`src/rtl/exc_code_arbiter.sv`:
```
// Debounces run/stop buttons, latches run/stop/UART/syscall events and issues one exception code at a time by fixed priority.
// Latency: pulse at edge N -> code after edge N+1, held PULSE_CYCLES then GAP_CYCLES of 0; no backpressure, events wait as pending bits.
module exc_code_arbiter #(
  parameter logic [15:0] DEBOUNCE_CYCLES = 16'd50000,
  parameter logic [3:0]  PULSE_CYCLES    = 4'd2,
  parameter logic [3:0]  GAP_CYCLES      = 4'd1
) (
  input  logic       clk_i,
  input  logic       rst_i,
  input  logic       btn_run_i,
  input  logic       btn_stop_i,
  input  logic       uart_start_i,
  input  logic       uart_done_i,
  input  logic       sys_pause_i,
  input  logic       sys_resume_i,
  output logic [3:0] exc_code_o,
  output logic [5:0] pending_o,
  output logic       busy_o
);

  typedef enum logic [1:0] {IDLE, ISSUE, GAP} state_t;

  state_t      state;
  logic [3:0]  cnt;
  logic [1:0]  raw;
  logic [1:0]  sync1;
  logic [1:0]  sync2;
  logic [1:0]  deb;
  logic [15:0] deb_cnt [2];
  logic [1:0]  flip;
  logic [1:0]  rise;
  logic [5:0]  set;
  logic [5:0]  sel;
  logic [5:0]  clr;
  logic [3:0]  code;

  assign raw = {btn_stop_i, btn_run_i};

  always_comb begin
    flip = '0;
    rise = '0;
    for (int b = 0; b < 2; b++) begin
      flip[b] = (sync2[b] != deb[b]) && (deb_cnt[b] == DEBOUNCE_CYCLES - 16'd1);
      rise[b] = flip[b] && !deb[b];
    end
  end

  always_ff @(posedge clk_i) begin
    if (rst_i) begin
      sync1 <= '0;
      sync2 <= '0;
      deb   <= '0;
      for (int b = 0; b < 2; b++) deb_cnt[b] <= '0;
    end else begin
      sync1 <= raw;
      sync2 <= sync1;
      for (int b = 0; b < 2; b++) begin
        if (sync2[b] == deb[b] || flip[b]) begin
          deb_cnt[b] <= '0;
        end else begin
          deb_cnt[b] <= deb_cnt[b] + 16'd1;
        end
        if (flip[b]) deb[b] <= sync2[b];
      end
    end
  end

  // Bit order {uart_start, uart_done, pause, resume, stop, run} is also the issue priority, MSB first.
  assign set = {uart_start_i, uart_done_i, sys_pause_i, sys_resume_i, rise[1], rise[0]};

  always_comb begin
    sel  = '0;
    code = 4'd0;
    if (pending_o[5]) begin
      sel = 6'b100000; code = 4'd5;
    end else if (pending_o[4]) begin
      sel = 6'b010000; code = 4'd6;
    end else if (pending_o[3]) begin
      sel = 6'b001000; code = 4'd2;
    end else if (pending_o[2]) begin
      sel = 6'b000100; code = 4'd3;
    end else if (pending_o[1]) begin
      sel = 6'b000010; code = 4'd4;
    end else if (pending_o[0]) begin
      sel = 6'b000001; code = 4'd1;
    end
  end

  assign clr = (state == IDLE) ? sel : 6'd0;

  always_ff @(posedge clk_i) begin
    if (rst_i) begin
      pending_o <= '0;
    end else begin
      pending_o <= (pending_o & ~clr) | set;
    end
  end

  always_ff @(posedge clk_i) begin
    if (rst_i) begin
      state      <= IDLE;
      cnt        <= '0;
      exc_code_o <= '0;
      busy_o     <= 1'b0;
    end else begin
      case (state)
        IDLE: begin
          if (|pending_o) begin
            state      <= ISSUE;
            exc_code_o <= code;
            busy_o     <= 1'b1;
            cnt        <= '0;
          end
        end
        ISSUE: begin
          if (cnt == PULSE_CYCLES - 4'd1) begin
            state      <= GAP;
            exc_code_o <= 4'd0;
            cnt        <= '0;
          end else begin
            cnt <= cnt + 4'd1;
          end
        end
        GAP: begin
          if (cnt == GAP_CYCLES - 4'd1) begin
            state  <= IDLE;
            busy_o <= 1'b0;
            cnt    <= '0;
          end else begin
            cnt <= cnt + 4'd1;
          end
        end
        default: begin
          state      <= IDLE;
          exc_code_o <= 4'd0;
          busy_o     <= 1'b0;
          cnt        <= '0;
        end
      endcase
    end
  end

endmodule
```
`config.mk`:
```
export PLATFORM = sky130hd
export DESIGN_NAME = exc_code_arbiter
export DESIGN_NICKNAME = d
export VERILOG_FILES = /design/src/rtl/exc_code_arbiter.sv
export SDC_FILE = /design/constraint.sdc
export NUM_CORES = 1
export LEC_CHECK = 0
export ABC_AREA = 0
export BUFFER_PORTS_ARGS = -buffer_cell sky130_fd_sc_hd__buf_4
export CAP_MARGIN = 20
export CORE_UTILIZATION = 40
export CTS_CLUSTER_DIAMETER = 80
export DETAILED_ROUTE_END_ITERATION = 10
export MAX_ROUTING_LAYER = met4
export PLACE_DENSITY_LB_ADDON = 0.12
export SYNTH_ARGS = -nofsm -noshare
export SYNTH_HDL_FRONTEND = slang
export SYNTH_SLANG_ARGS = --single-unit
export TNS_END_PERCENT = 1
```
`constraint.sdc`:
```
create_clock -name clk_i -period 6.45 [get_ports clk_i]
set_clock_uncertainty 0.2 [all_clocks]
set_input_delay 1.29 -clock clk_i [delete_from_list [all_inputs] [get_ports clk_i]]
set_output_delay 1.29 -clock clk_i [all_outputs]
set_load 0.01 [all_outputs]
```
==> metrics.yaml <==
outcome:
  status: "finished, final reports clean"
clock_tree:
  cts_repair_resize_count: 0
  cts.clk_slew.worst_paths_ps: 90
  tritoncts: "yes"
  postCtsHoldBufs: 0
  clock_latency_ps: 300
  cts_made_buffers: 5
  post_cts_buffers: 0
  cts_sinks: 54
  cts-htree-levels: 2
  clockRootBuffer: "sky130_fd_sc_hd__clkbuf_8"
  cts_max_path_buffers: 2
sta:
  finalSetupTns_ps: 0
  min_period_over_period_pct: 38.4
  timing_hold_violations_final: 0
  tightest_slew_ps: 731
  maxClockFrequency_mhz: 403
  worst_slack_ps: 3970
  setup_violations: 0
  worst_slew_margin_relative_to_its_limit_pct: 50.6
  hold_slack_ps: 243
  unrepaired_setup_endpoints_after_global_routing: "false"
  slew_viol_final: 0
  timing.final.crit_period_ps: 2480
grt:
  grt_antenna_before_repair: 0
  grt_remaining_overflow: 0
  global_route.usage.total_pct: 14.2
  grt_start_max_net_pins: 20
  number_of_global_route_vias_before_repair: 1838
  grt_first_pass_wirelength_mm: 8.03
place:
  dp_slack_ps: 3660
  place_inst: 407
  post_dp_cell_area_um2: 3090
  gp_routability_congestion: 0.757
  half_perimeter_wire_length_after_placement_mm: 3.37
  numPortBuffers: 17
floorplanning:
  die_height_um: 85.7
  dieWidth_um: 85.7
  ios: 19
  dieArea_um2: 7340
  initial_core_util_pct: 41.2
  placeableCoreArea_um2: 6790
  fp-row-count: 30
layout:
  layout.cell_area.non_filler_um2: 3200
  layoutNonFillerInstCount: 415
  finalNetCount: 334
  syn_to_final_growth_pct: 14.4
  n_antenna_cell: 0
  nFillCells: 657
  post_route_cells_drive_above_1_share_pct: 10.7
  fin_util_pct: 47.2
routing:
  finalWirelength_mm: 4.56
  route.detailed.wl_per_inst_um: 11.0
  drcViolationCount: 0
  detail_route.iter0.violations: 42
  mean_number_of_vias_per_cell: 4.53
  antenna_violating_nets_post_route: 0
  detailedRoute.firstPassIterationCount: 4
  route.vias.total: 1880
synth:
  netlist.area_leader.share_pct: 34.3
  netlist-cell-type-count: 47
  synth-warning-count: 0
  biggest_area_contributors_in_the_synthesized_netlist: "sky130_fd_sc_hd__edfxtp_1, sky130_fd_sc_hd__dfxtp_1, sky130_fd_sc_hd__nor2_1"
  dominantRegCellSynth: "sky130_fd_sc_hd__edfxtp_1"
  synth.avg_cell_area_um2: 10.3
  synthesis.area_um2: 2800
  netlist.top_cell.by_area: "sky130_fd_sc_hd__edfxtp_1"
  synthArstFlopShare_pct: 0
  synth-seq-area-share_pct: 50.0
  ys_seq_elements: 54
  synthesis.instances: 272
  synth-edff-count: 32
power:
  netSwitchingPower_mw: 0.221
  power-per-cell-area_nw_per_um2: 251
  power_mw: 0.803
  p_leak_nw: 1.20
  swShare_pct: 27.5
  comb_power_share_pct: 19.8
  clock_power_share_pct: 28.0
  internal-power_mw: 0.582
  vdd.ir_drop.worst_v: 0.000157
  seqPwrFrac_pct: 52.2
flow_run:
  max_cap_viol_count: 0
setup_path:
  crit_fanout: 5
  crit_path_start_kind: "flop"
  timing.critical_path.arrival_ps: 2480
  critPathKind: "flop to flop"
  worstPathRequired_ps: 6450
  worstSetupEndpointType: "flop"
worst_hold_path:
  hold_path_class: "flop to flop"
[logic make-up after synthesis]
family	synth area share, %
adders and majority gates	3.57
muxes	2.55
DFF	50.0
buffers and inverters	4.20
and+or+nand+nor	24.9
other	0.268
AOI/OAI and AO/OA	4.16
xor gates and xnor gates	10.3
[flip-flops by register name, indices dropped and copies added, names as in the netlist]
name	flops
state	2
cnt	4
sync2	2
exc_code_o	3
busy_o	1
sync1	2
pending_o	6
deb_cnt	32
deb	2
[metal layers]
| metal | GRT usage, % | part of all wire (%) |
|---|---|---|
| met5 | - | 0 |
| met4 | 4.09 | 1.0 |
| met3 | 3.18 | 2.9 |
| met2 | 21.9 | 43 |
| met1 | 18.7 | 54 |
[synth_stat cells, types with 2 or more instances]
master,instances
sky130_fd_sc_hd__nor2_1,51
sky130_fd_sc_hd__edfxtp_1,32
sky130_fd_sc_hd__dfxtp_1,22
sky130_fd_sc_hd__xnor2_1,18
sky130_fd_sc_hd__nand3_1,16
sky130_fd_sc_hd__xor2_1,15
sky130_fd_sc_hd__nand2_1,13
sky130_fd_sc_hd__inv_1,12
sky130_fd_sc_hd__nand4_1,9
sky130_fd_sc_hd__ha_1,8
sky130_fd_sc_hd__a21oi_1,7
sky130_fd_sc_hd__mux2i_1,6
sky130_fd_sc_hd__nor3_1,6
sky130_fd_sc_hd__nor2b_1,5
sky130_fd_sc_hd__nor4_1,4
sky130_fd_sc_hd__and3_1,3
sky130_fd_sc_hd__and4_1,3
sky130_fd_sc_hd__clkbuf_1,3
sky130_fd_sc_hd__nand3b_1,3
sky130_fd_sc_hd__o21ai_0,3
sky130_fd_sc_hd__buf_4,2
sky130_fd_sc_hd__buf_6,2
sky130_fd_sc_hd__conb_1,2
sky130_fd_sc_hd__nor4_4,2
sky130_fd_sc_hd__or2_1,2
sky130_fd_sc_hd__or3b_2,2
[placed cells by master (no fill, tap or decap), types with 2 or more instances in the layout]
cell,count
sky130_fd_sc_hd__nor2_1,51
sky130_fd_sc_hd__conb_1,33
sky130_fd_sc_hd__edfxtp_1,32
sky130_fd_sc_hd__dfxtp_1,22
sky130_fd_sc_hd__xnor2_1,18
sky130_fd_sc_hd__buf_4,17
sky130_fd_sc_hd__nand3_1,16
sky130_fd_sc_hd__xor2_1,15
sky130_fd_sc_hd__nand2_1,13
sky130_fd_sc_hd__inv_1,12
sky130_fd_sc_hd__nand4_1,9
sky130_fd_sc_hd__ha_1,8
sky130_fd_sc_hd__a21oi_1,7
sky130_fd_sc_hd__nor3_1,6
sky130_fd_sc_hd__mux2i_1,6
sky130_fd_sc_hd__nor2b_1,5
sky130_fd_sc_hd__clkbuf_8,5
sky130_fd_sc_hd__nor4_1,4
sky130_fd_sc_hd__and3_1,3
sky130_fd_sc_hd__nand3b_1,3
sky130_fd_sc_hd__and4_1,3
sky130_fd_sc_hd__o21ai_0,3
sky130_fd_sc_hd__or3b_2,2
sky130_fd_sc_hd__nor4_4,2
sky130_fd_sc_hd__or2_1,2
[cell type report]
cell class | instances | area, um^2 | area share (%)
clock buffers | 5 | 68.8 | 2.15
clock inverters | 3 | 43.8 | 1.37
well taps | 96 | 120 | 3.75
multi-input cells | 228 | 1400 | 43.6
flip-flops and latches | 54 | 1400 | 43.7
inverters | 12 | 45.0 | 1.41
repair buffers | 17 | 128 | 3.98
[critical path, stage by stage (launching register included)]
cell	delay (ps)
sky130_fd_sc_hd__dfxtp_1	320
sky130_fd_sc_hd__inv_1	100
sky130_fd_sc_hd__ha_1	250
sky130_fd_sc_hd__nor4b_1	630
sky130_fd_sc_hd__nand2_1	320
sky130_fd_sc_hd__nand3_1	220
sky130_fd_sc_hd__mux2_2	340
[power groups by stage]
stage               Clock, mW  Sequential [mW]  Combinational (mW)
finish                  0.225            0.419               0.159
CTS                     0.235            0.419               0.160
global route            0.246            0.425               0.180
global placement            0            0.427               0.158
detailed placement          0            0.427               0.158
floorplan                   0            0.426               0.111
[worst paths after layout]
path | start | endpoint | slack, ps | depth (start not counted)
worst max-delay path | state[0] | state[0] | 3970 | 6
worst max register to register | state[0] | state[0] | 3970 | 6
worst min register to register | sync1[1] | sync2[1] | 240 | 1
worst min-delay path | sync1[1] | sync2[1] | 240 | 1
No activity file was read; power rests on OpenSTA's default activity.
